===== src/rtl/ht1632_serial_tx.sv =====
// ht1632_serial_tx
//   Serial write engine for a chain of HT1632 LED driver panels. After reset
//   it sends the seven panel init commands to every panel, then accepts
//   frames (right-aligned payload, MSB first) on a valid/ready handshake and
//   bit-bangs them on the cs_n / wr_n / data bus. The last accepted frame can
//   be resent periodically (auto refresh).
//
// Ports
//   clk, rst_n       : clock, asynchronous active-low reset
//   frame_data       : payload, bit frame_nbits-1 goes out first
//   frame_nbits      : frame length, clamped to MAX_BITS
//   frame_cs         : panel select mask (1 = selected)
//   frame_valid/ready: request handshake
//   auto_refresh_en  : periodic resend of the last accepted frame
//   init_done        : init command sequence finished
//   busy             : engine not idle
//   cs_n, wr_n, data : HT1632 serial bus
//
// MAX_BITS must be at least 12 (the init command length).
module ht1632_serial_tx #(
   parameter int MAX_BITS       = 394,
   parameter int NUM_CS         = 4,
   parameter int CLK_DIV        = 4,
   parameter int REFRESH_CYCLES = 100000000
) (
   input  logic                clk,
   input  logic                rst_n,
   input  logic [MAX_BITS-1:0] frame_data,
   input  logic [15:0]         frame_nbits,
   input  logic [NUM_CS-1:0]   frame_cs,
   input  logic                frame_valid,
   output logic                frame_ready,
   input  logic                auto_refresh_en,
   output logic                init_done,
   output logic                busy,
   output logic [NUM_CS-1:0]   cs_n,
   output logic                wr_n,
   output logic                data
);

   localparam int IDX_W = $clog2(MAX_BITS);
   localparam int NB_W  = $clog2(MAX_BITS + 1);
   localparam int DIV_W = (CLK_DIV > 1) ? $clog2(CLK_DIV) : 1;
   localparam int RC_W  = (REFRESH_CYCLES > 1) ? $clog2(REFRESH_CYCLES) : 1;
   localparam logic [DIV_W-1:0] DIV_LAST = DIV_W'(CLK_DIV - 1);
   localparam logic [RC_W-1:0]  RC_LAST  = RC_W'(REFRESH_CYCLES - 1);
   localparam logic [NB_W-1:0]  NB_MAX   = NB_W'(MAX_BITS);
   localparam logic [NB_W-1:0]  NB_INIT  = NB_W'(12);
   localparam logic [IDX_W-1:0] IDX_INIT = IDX_W'(11);
   localparam logic [2:0]       LAST_CMD = 3'd6;

   typedef enum logic [2:0] {
      INIT_LOAD, IDLE, LOAD, CS_SETUP, BIT_LO, BIT_HI, CS_HOLD, GAP
   } state_t;

   state_t              state_q, state_d;
   logic [DIV_W-1:0]    div_q, div_d;
   logic [IDX_W-1:0]    bit_idx_q, bit_idx_d;
   logic [2:0]          cmd_idx_q, cmd_idx_d;
   logic                init_done_q, init_done_d;
   logic [MAX_BITS-1:0] sh_data_q, sh_data_d;
   logic [NB_W-1:0]     sh_nbits_q, sh_nbits_d;
   logic [NUM_CS-1:0]   sh_cs_q, sh_cs_d;
   logic                sh_valid_q, sh_valid_d;
   logic [RC_W-1:0]     cnt_q, cnt_d;
   logic                pend_q, pend_d;

   logic [7:0]      init_cmd;
   logic [NB_W-1:0] nbits_clamp;
   logic            hs, tick, cnt_en, wrap;

   always_comb begin
      case (cmd_idx_q)
         3'd0:    init_cmd = 8'h01;
         3'd1:    init_cmd = 8'h03;
         3'd2:    init_cmd = 8'h08;
         3'd3:    init_cmd = 8'h14;
         3'd4:    init_cmd = 8'h18;
         3'd5:    init_cmd = 8'h24;
         default: init_cmd = 8'hAF;
      endcase
   end

   assign nbits_clamp = (frame_nbits > 16'(MAX_BITS)) ? NB_MAX : frame_nbits[NB_W-1:0];
   assign hs          = frame_valid && frame_ready;
   assign tick        = (div_q == DIV_LAST);
   assign cnt_en      = init_done_q && auto_refresh_en && sh_valid_q;
   assign wrap        = cnt_en && (cnt_q == RC_LAST);

   always_comb begin
      state_d     = state_q;
      div_d       = '0;
      bit_idx_d   = bit_idx_q;
      cmd_idx_d   = cmd_idx_q;
      init_done_d = init_done_q;
      sh_data_d   = sh_data_q;
      sh_nbits_d  = sh_nbits_q;
      sh_cs_d     = sh_cs_q;
      sh_valid_d  = sh_valid_q;
      cnt_d       = cnt_q;
      pend_d      = pend_q;

      // Refresh timer keeps running while a frame is on the bus; a wrap
      // that cannot be serviced right away is remembered in pend.
      if (!auto_refresh_en || hs) cnt_d = '0;
      else if (cnt_en)            cnt_d = wrap ? '0 : cnt_q + RC_W'(1);
      if (wrap && state_q != IDLE) pend_d = 1'b1;

      case (state_q)
         INIT_LOAD: begin
            // Init commands reuse the shadow register; shadow-valid stays
            // low, so nothing is refreshed from it.
            sh_data_d  = MAX_BITS'({3'b100, init_cmd, 1'b0});
            sh_nbits_d = NB_INIT;
            sh_cs_d    = '1;
            bit_idx_d  = IDX_INIT;
            state_d    = CS_SETUP;
         end
         IDLE: begin
            if (hs) begin
               sh_data_d  = frame_data;
               sh_nbits_d = nbits_clamp;
               sh_cs_d    = frame_cs;
               sh_valid_d = 1'b1;
               pend_d     = 1'b0;
               state_d    = LOAD;
            end else if (wrap || (pend_q && auto_refresh_en)) begin
               pend_d  = 1'b0;
               state_d = LOAD;
            end
         end
         LOAD: begin
            if (sh_nbits_q == '0 || sh_cs_q == '0) begin
               state_d = IDLE;
            end else begin
               bit_idx_d = IDX_W'(sh_nbits_q - NB_W'(1));
               state_d   = CS_SETUP;
            end
         end
         CS_SETUP: begin
            if (tick) state_d = BIT_LO;
            else      div_d   = div_q + DIV_W'(1);
         end
         BIT_LO: begin
            if (tick) state_d = BIT_HI;
            else      div_d   = div_q + DIV_W'(1);
         end
         BIT_HI: begin
            if (!tick) begin
               div_d = div_q + DIV_W'(1);
            end else if (bit_idx_q == '0) begin
               state_d = CS_HOLD;
            end else begin
               bit_idx_d = bit_idx_q - IDX_W'(1);
               state_d   = BIT_LO;
            end
         end
         CS_HOLD: begin
            if (tick) state_d = GAP;
            else      div_d   = div_q + DIV_W'(1);
         end
         GAP: begin
            if (!tick) begin
               div_d = div_q + DIV_W'(1);
            end else if (init_done_q) begin
               state_d = IDLE;
            end else if (cmd_idx_q == LAST_CMD) begin
               init_done_d = 1'b1;
               state_d     = IDLE;
            end else begin
               cmd_idx_d = cmd_idx_q + 3'd1;
               state_d   = INIT_LOAD;
            end
         end
         default: state_d = INIT_LOAD;
      endcase

      if (!auto_refresh_en) pend_d = 1'b0;
   end

   always_ff @(posedge clk or negedge rst_n) begin
      if (!rst_n) begin
         state_q     <= INIT_LOAD;
         div_q       <= '0;
         bit_idx_q   <= '0;
         cmd_idx_q   <= '0;
         init_done_q <= 1'b0;
         sh_data_q   <= '0;
         sh_nbits_q  <= '0;
         sh_cs_q     <= '0;
         sh_valid_q  <= 1'b0;
         cnt_q       <= '0;
         pend_q      <= 1'b0;
      end else begin
         state_q     <= state_d;
         div_q       <= div_d;
         bit_idx_q   <= bit_idx_d;
         cmd_idx_q   <= cmd_idx_d;
         init_done_q <= init_done_d;
         sh_data_q   <= sh_data_d;
         sh_nbits_q  <= sh_nbits_d;
         sh_cs_q     <= sh_cs_d;
         sh_valid_q  <= sh_valid_d;
         cnt_q       <= cnt_d;
         pend_q      <= pend_d;
      end
   end

   // Bus pins decode straight from the state flops so reset idles them
   // in the same cycle it is asserted.
   logic on_bus;
   assign on_bus      = (state_q == CS_SETUP) || (state_q == BIT_LO) ||
                        (state_q == BIT_HI)   || (state_q == CS_HOLD);
   assign cs_n        = on_bus ? ~sh_cs_q : '1;
   assign wr_n        = (state_q != BIT_LO);
   assign data        = ((state_q == BIT_LO) || (state_q == BIT_HI)) ? sh_data_q[bit_idx_q] : 1'b0;
   assign busy        = (state_q != IDLE);
   assign frame_ready = (state_q == IDLE) && init_done_q;
   assign init_done   = init_done_q;

endmodule


===== config.mk =====
export PLATFORM = sky130hd
export DESIGN_NAME = ht1632_serial_tx
export DESIGN_NICKNAME = d
export VERILOG_FILES = /design/src/rtl/ht1632_serial_tx.sv
export SDC_FILE = /design/constraint.sdc
export NUM_CORES = 1
export LEC_CHECK = 0
export CAP_MARGIN = 30
export CORE_UTILIZATION = 40
export CTS_CLUSTER_SIZE = 10
export DETAILED_ROUTE_END_ITERATION = 16
export GPL_ROUTABILITY_DRIVEN = 1
export SLEW_MARGIN = 20
export SYNTH_ARGS = -nofsm -noshare
export SYNTH_HDL_FRONTEND = slang
export SYNTH_SLANG_ARGS = --single-unit

===== constraint.sdc =====
create_clock -name clk -period 3.28 [get_ports clk]
set_clock_uncertainty 0.1 [all_clocks]
set_input_delay 0.492 -clock clk [delete_from_list [all_inputs] [get_ports clk]]
set_output_delay 0.492 -clock clk [all_outputs]
set_load 0.05 [all_outputs]

Yosys cells after proc, flatten, opt, wreduce, memory -nomap -nowiden --
Index checks and enable logic that the tools add are counted.
Storage, ports and cells: output and inout port bits 9, bits in registers 454, logic and storage cells 117, input port bits 418
Cells by class: bitwise operators 3, reduce and logical (&&, ||, !) cells 30, mux-type cells 40, add/subtract/negate cells 5, eq/ne operators 26, $lt $le $gt $ge 2
Operators by type and width (count):
- one-hot mux 394 bit (2 select lines) | 1
- 2-to-1 mux 394 bit | 1
- 2-to-1 mux 27 bit | 3
- one-hot mux 8 bit (6 select lines) | 1
- 2-to-1 mux 9 bit | 5
- adder 27 x 1 -> 27 bit, second input constant | 1
- equality test 27 bit, second input constant | 1
- one-hot mux 9 bit (3 select lines) | 1
- one-hot mux 3 bit (8 select lines) | 1
- equality test 3 bit, second input constant | 7
- 2-to-1 mux 3 bit | 7
- zero test 9 bit | 2
- one-hot mux 9 bit (2 select lines) | 1
- subtractor 9 x 1 -> 9 bit, second input constant | 2
- > comparator 16 x 9 -> 1 bit, second input constant | 1
- inequality test 2 bit, second input constant | 8
- equality test 3 x 2 -> 1 bit, second input constant | 4
- 2-to-1 mux 1 bit | 11
- < comparator 9 x 10 -> 1 bit, second input constant | 1
- binary-select mux 1 bit (select 9 bit) | 1
- 2-to-1 mux 2 bit | 4
- 2-to-1 mux 4 bit | 2
- one-hot mux 4 bit (2 select lines) | 1
- AND reduction 4 bit | 2
- other kinds (18) | 37

Longest topological paths before layout --
word-level depth 9, depth in mapped cells 13, mapped depth without buffers 9

Worst setup path before layout --
OpenSTA, ideal clock, no wires.
path type reg2out, from register bit_idx_q[0], to output data, required time 2.688 ns, arrival 3.004 ns, path buffers 3, stages on the path, launching flop included 11, slack -0.316 ns, cell sequence dfrtp_1 -> buf_6 -> buf_12 -> buf_12 -> mux4_2 -> mux2i_1 -> mux2i_1 -> mux2i_1 -> o211a_1 -> o311a_1 -> a2111oi_2
On the way: cells in the longest elaborated chain, start to end 3
Ends and longest elaborated chain:
- from (decl) | line 58 | logic [IDX_W-1:0] bit_idx_q, bit_idx_d;
- from (signal assigned) | line 197 | bit_idx_q <= bit_idx_d;
- binary-select mux 1 bit (select 9 bit) | line 216 | assign data = ((state_q == BIT_LO) || (state_q == BIT_HI)) ? sh_data_q[bit_idx_q] : 1'b0;
- 2-to-1 mux 1 bit (not written as such) | line 216
- 2-to-1 mux 1 bit | line 216
- to (decl) | line 38 | output logic data
No other way between the ends. The select of a mux whose other input is x is not followed.

Worst setup path in the final report --
Ends and elaborated chain as after synthesis.

==> results.md <==
- The net switching power figure is 2.52 mW.
- The number of antenna violations at the first check in global routing came to 15.
- The fraction of the mapped netlist area in compound gates was 0.214.
- Derived from the worst setup path, the maximum achievable clock frequency is 259 MHz.
- In this run the worst setup path begins at bit_idx_q[0].
- Buffers placed on the I/O ports in this run total 426.
- Traced cell by cell, the critical path runs through buf_12, buf_12, mux4_2, mux4_2, nor2b_2, a211oi_2, o21ai_2, o311a_4, a2111oi_4, buf_6.
- The data required time of the critical path is 2.69 ns.
- In the global route stage, met2 resource usage came out at 0.397.
- The measured slew at the worst slew-check pin is 0.726 ns.
- For this run, the register share of the synthesized area comes to 0.554.
- Across every metal layer, demand over resource in global routing totals 0.256.
- The total area inside the core boundary comes to 50,400 um^2.
- The wire-length estimate of the detail-placed layout is 47,000 um.
- The number of design rule violations left after detail routing is 0.
- Relative to the synthesized area, the layout overhead comes to 35.9%.
- Across all hold checks on the routed design, the worst slack comes to 0.332 ns.
- The area of the die is 52,200 um^2.
- Of the total synthesized cell area, the portion taken by full adders, half adders and majority gates is 0.00488.
- The flow ran to the end, but the final reports show violations.
- For this design, the slowest cell found on the critical path is sky130_fd_sc_hd__mux4_2.
- Across the run, the number of max-cap violations was 0.
- The worst register-to-register path has a depth of 11.
- VDD sags by at most 0.431 mV.
- The post-synthesis simple-gate area fraction is 0.0549.
- The floorplan die height is 228 um.
- The average cell area after synthesis is 13.3 um^2.
- The endpoint arrival time on the critical path is 3.27 ns.
- After technology mapping, the gate count stands at 1,545.
- The remaining max-slew budget at the tightest pin is 0.514.
- In this run the worst hold path is classified as input pin to async pin.
- The slack of the critical path is -0.586 ns.
- For this run, asynchronously set or reset flops after synthesis account for 1.00.
- Once detail routing completed, the nets flagged for antenna violations numbered 0.
- The met1 track demand over resource in global routing is 0.356.
- The dominant combinational cell family by area after synthesis is compound AO/OA/AOI/OAI gates.
- In this run the horizontal extent of the chip is 228 um.
- The met3 usage in global routing is 0.0497.
- Entering global routing, the biggest net connects 93 pins.
- The finished layout cell area is 27,900 um^2.
- The xor and xnor area share after synthesis is 0.00982.
- The most critical setup path has its endpoint at data.
- The first-pass GRT wire length is 102,000 um.
- The largest buffer count on any clock path is 3.
- The TritonCTS clock tree is done.
- The count of flip-flops with a built-in enable after synthesis is 0.
- The number of nets handed over by synthesis was 1,971.
- For this run, the slowest stage of the critical path takes 0.53 ns.
- The number of hold violations in the final report is 0.
- The total overflow left after global routing is 0.
- The starting DRC count in detailed routing is 1,309.
- The number of synthesis warnings is 0.
- The number of slew-limit violations in the final report is 0.
- The startpoint identified for the worst register-to-register timing path is bit_idx_q[0].
- For this run, the leading register cell type out of synthesis is sky130_fd_sc_hd__dfrtp_1.
- In this run the worst path has a maximum fanout of 5.
- The synthesized netlist contains 70 unique library cells.
- The sequential share of power is 0.479.
- The number of buffers added by the clock tree synthesis step is 54.
- The slack of the worst reg-to-reg path is 0.37 ns.
- The final reports fail on negative setup slack.
- The clock tree synthesis step divided the H-tree into 2 levels.
- Measured on the finished design, the core utilization comes to 0.553.
- The fraction of layout cells with a size suffix above 1 is 0.144.
- The routed via count divided by cell count is 5.89.
- The final routed wirelength across all metal layers is 66,600 um.
- The tree built by TritonCTS fans out to 454 sinks.
- The clock network power share is 0.458.
- After synthesis the cells add up to 20,500 um^2.
- The final layout contains 2,412 nets.
- Clock-pin slew was measured on the worst setup and hold paths at 0.06 ns.
- The floorplan has 82 rows.
- The multiplexer share of the synthesized area is 0.127.
- The endpoint of the worst register-to-register path is bit_idx_q[8].
- The clock insertion delay at the later pin of the skew report is 0.60 ns.
- The static leakage power is 12.3 nW.
- In the final routed layout, each cell accounts on average for 24.8 um.
- The post-synthesis sequential element count is 454.
- Setup violations remaining at the end of the flow were counted as 1.
- Of the total power, the share spent switching nets is 0.216.
- By startpoint and endpoint, the worst setup path is classified as flop to output pin.
- The via count of the routed design is 15.8k.
- In this run the power density over the cells is 420 nW/um^2.
- Dividing the final minimum period by the clock period gives 1.18.
- The effective utilization at floorplan is 0.407.
- The via count of the first global-routing pass is 16.5k.
- The first TritonRoute pass finished after 5 iterations.
- In this run the count of I/O pins placed on the die edge is 427.
- Subtracting the final worst setup slack from the clock period gives 3.87 ns.
- The endpoint type of the worst setup path is an output pin.
- Setup repair after global routing could not meet its margin everywhere.
- The startpoint kind of the worst setup timing path is a flop.
- Cell internal power was estimated by the tool at 9.18 mW.
- The share of total power dissipated in combinational logic is 0.063.
- The final weighted congestion in routability-driven placement is 0.856.
- The post-detailed-placement cell area is 26,000 um^2.
- The global routing stage identified its most utilized layer as met2.
- The cell sitting at the root of the clock tree is a sky130_fd_sc_hd__clkbuf_16.
==> area by class of cell <==
class / instances / area [um^2]
Antenna cell: 11 / 27.5
Clock buffer: 70 / 1440
Clock inverter: 7 / 66.3
Fill cell: 4121 / 22500
Inverter: 12 / 45.0
Multi-Input combinational cell: 933 / 8520
Sequential cell: 454 / 11400
Tap cell: 672 / 841
Timing Repair Buffer: 531 / 5560
==> power by group through the flow <==
| stage | combinational, mW | sequential (mW) | clock (mW) |
|---|---|---|---|
| 2_1_floorplan | 0.0156 | 5.70 | 0 |
| 3_3_place_gp | 0.742 | 5.70 | 0 |
| 3_5_place_dp | 0.740 | 5.70 | 0 |
| 4_1_cts | 0.746 | 5.60 | 5.48 |
| 5_1_grt | 0.780 | 5.60 | 5.68 |
| 6_report | 0.733 | 5.60 | 5.36 |
==> routing by layer <==
metal,vias up,share of wire
met5,-,0.00045
met1,8122,0.44
li1,6964,-
met3,122,0.064
met2,618,0.47
met4,6,0.032
==> worst min path at each step <==
stage,slack (ns),depth (start not counted),to
detailed placement,0.34,1,div_q[0]
CTS,0.35,2,sh_data_q[307]
global route,0.36,1,div_q[0]
finish,0.33,2,sh_data_q[356]
global placement,0.33,1,div_q[0]
floorplan,0.1,0,bit_idx_q[0]
==> metrics by stage <==
step / setup slack, ns / total power [mW] / std cells / TNS (ns)
3_3_place_gp: -0.142 / 6.44 / 2588 / -0.142
4_1_cts: -0.652 / 11.8 / 2679 / -0.652
3_5_place_dp: -0.133 / 6.44 / 2588 / -0.133
2_1_floorplan: 0.0416 / 5.72 / 1545 / 0
5_1_grt: -0.704 / 12.1 / 2688 / -0.704
6_report: -0.586 / 11.7 / 2690 / -0.586
==> worst max-delay path, delay by kind of cell, from the launching register on <==
kind                   cells  cell delay (ns)
flip-flops                 1             0.47
multiplexers               2             1.02
AO/OA/AOI/OAI              4             0.59
buffers and inverters      3             0.45
AND/OR/NAND/NOR            1             0.14
==> cell usage in the layout (no fill, tap or decap), drive strengths merged, types with 11 or more instances in the layout <==
cell,count
clkbuf,70
a22o,402
nor2,52
nand4,13
inv,13
o21ai,40
mux2i,45
diode,11
nor2b,12
buf,106
nor3,15
a21oi,21
dfrtp,454
xnor2,11
nand3,26
mux4,93
xor2,12
nand2,66
clkdlybuf4s50,423
==> cells in the mapped netlist (5+ instances only) <==
cell type | number | area (um^2)
sky130_fd_sc_hd__a211oi_1 | 8 | 60.1
sky130_fd_sc_hd__a21oi_1 | 21 | 105
sky130_fd_sc_hd__a22o_1 | 402 | 3520
sky130_fd_sc_hd__a31oi_1 | 6 | 37.5
sky130_fd_sc_hd__and3_1 | 8 | 50.1
sky130_fd_sc_hd__buf_1 | 13 | 48.8
sky130_fd_sc_hd__buf_2 | 16 | 80.1
sky130_fd_sc_hd__buf_4 | 7 | 52.6
sky130_fd_sc_hd__buf_6 | 5 | 56.3
sky130_fd_sc_hd__clkbuf_1 | 101 | 379
sky130_fd_sc_hd__dfrtp_1 | 454 | 11400
sky130_fd_sc_hd__ha_1 | 8 | 100
sky130_fd_sc_hd__inv_1 | 11 | 41.3
sky130_fd_sc_hd__mux2i_1 | 45 | 450
sky130_fd_sc_hd__mux4_2 | 93 | 2090
sky130_fd_sc_hd__nand2_1 | 66 | 248
sky130_fd_sc_hd__nand2b_1 | 5 | 31.3
sky130_fd_sc_hd__nand3_1 | 26 | 130
sky130_fd_sc_hd__nand4_1 | 13 | 81.3
sky130_fd_sc_hd__nor2_1 | 52 | 195
sky130_fd_sc_hd__nor2b_1 | 12 | 75.1
sky130_fd_sc_hd__nor3_1 | 15 | 75.1
sky130_fd_sc_hd__nor4_1 | 7 | 43.8
sky130_fd_sc_hd__o21ai_0 | 21 | 105
sky130_fd_sc_hd__o21ai_1 | 19 | 95.1
sky130_fd_sc_hd__o22a_1 | 6 | 52.6
sky130_fd_sc_hd__o22ai_1 | 5 | 31.3
sky130_fd_sc_hd__xnor2_1 | 11 | 96.3
sky130_fd_sc_hd__xor2_1 | 12 | 105
==> kinds of logic (layout without fill, tap and decap cells) <==
group	Yosys count	in the layout
and+or+nand+nor	228	228
adders and majority gates	8	8
muxes	143	143
AOI/OAI and AO/OA	531	531
xor gates and xnor gates	23	23
buffers and inverters	158	620
DFF	454	454
other	0	11
==> registers in the layout, summed over array words and instances (netlist names) <==
name,flops
cmd_idx_q,3
sh_data_q,394
div_q,2
sh_cs_q,4
sh_valid_q,1
init_done,1
pend_q,1
cnt_q,27
sh_nbits_q,9
state_q,3
bit_idx_q,9
==> timing repair <==
action	CTS	global route
hold endpoints to repair	52	0
setup endpoints to repair	1	1
pin swaps	8	6
buffers inserted	9	0
gates resized for setup	19	10
hold buffers	1	0
gates cloned	4	0
Note: power is estimated with default switching activity, not from simulation.
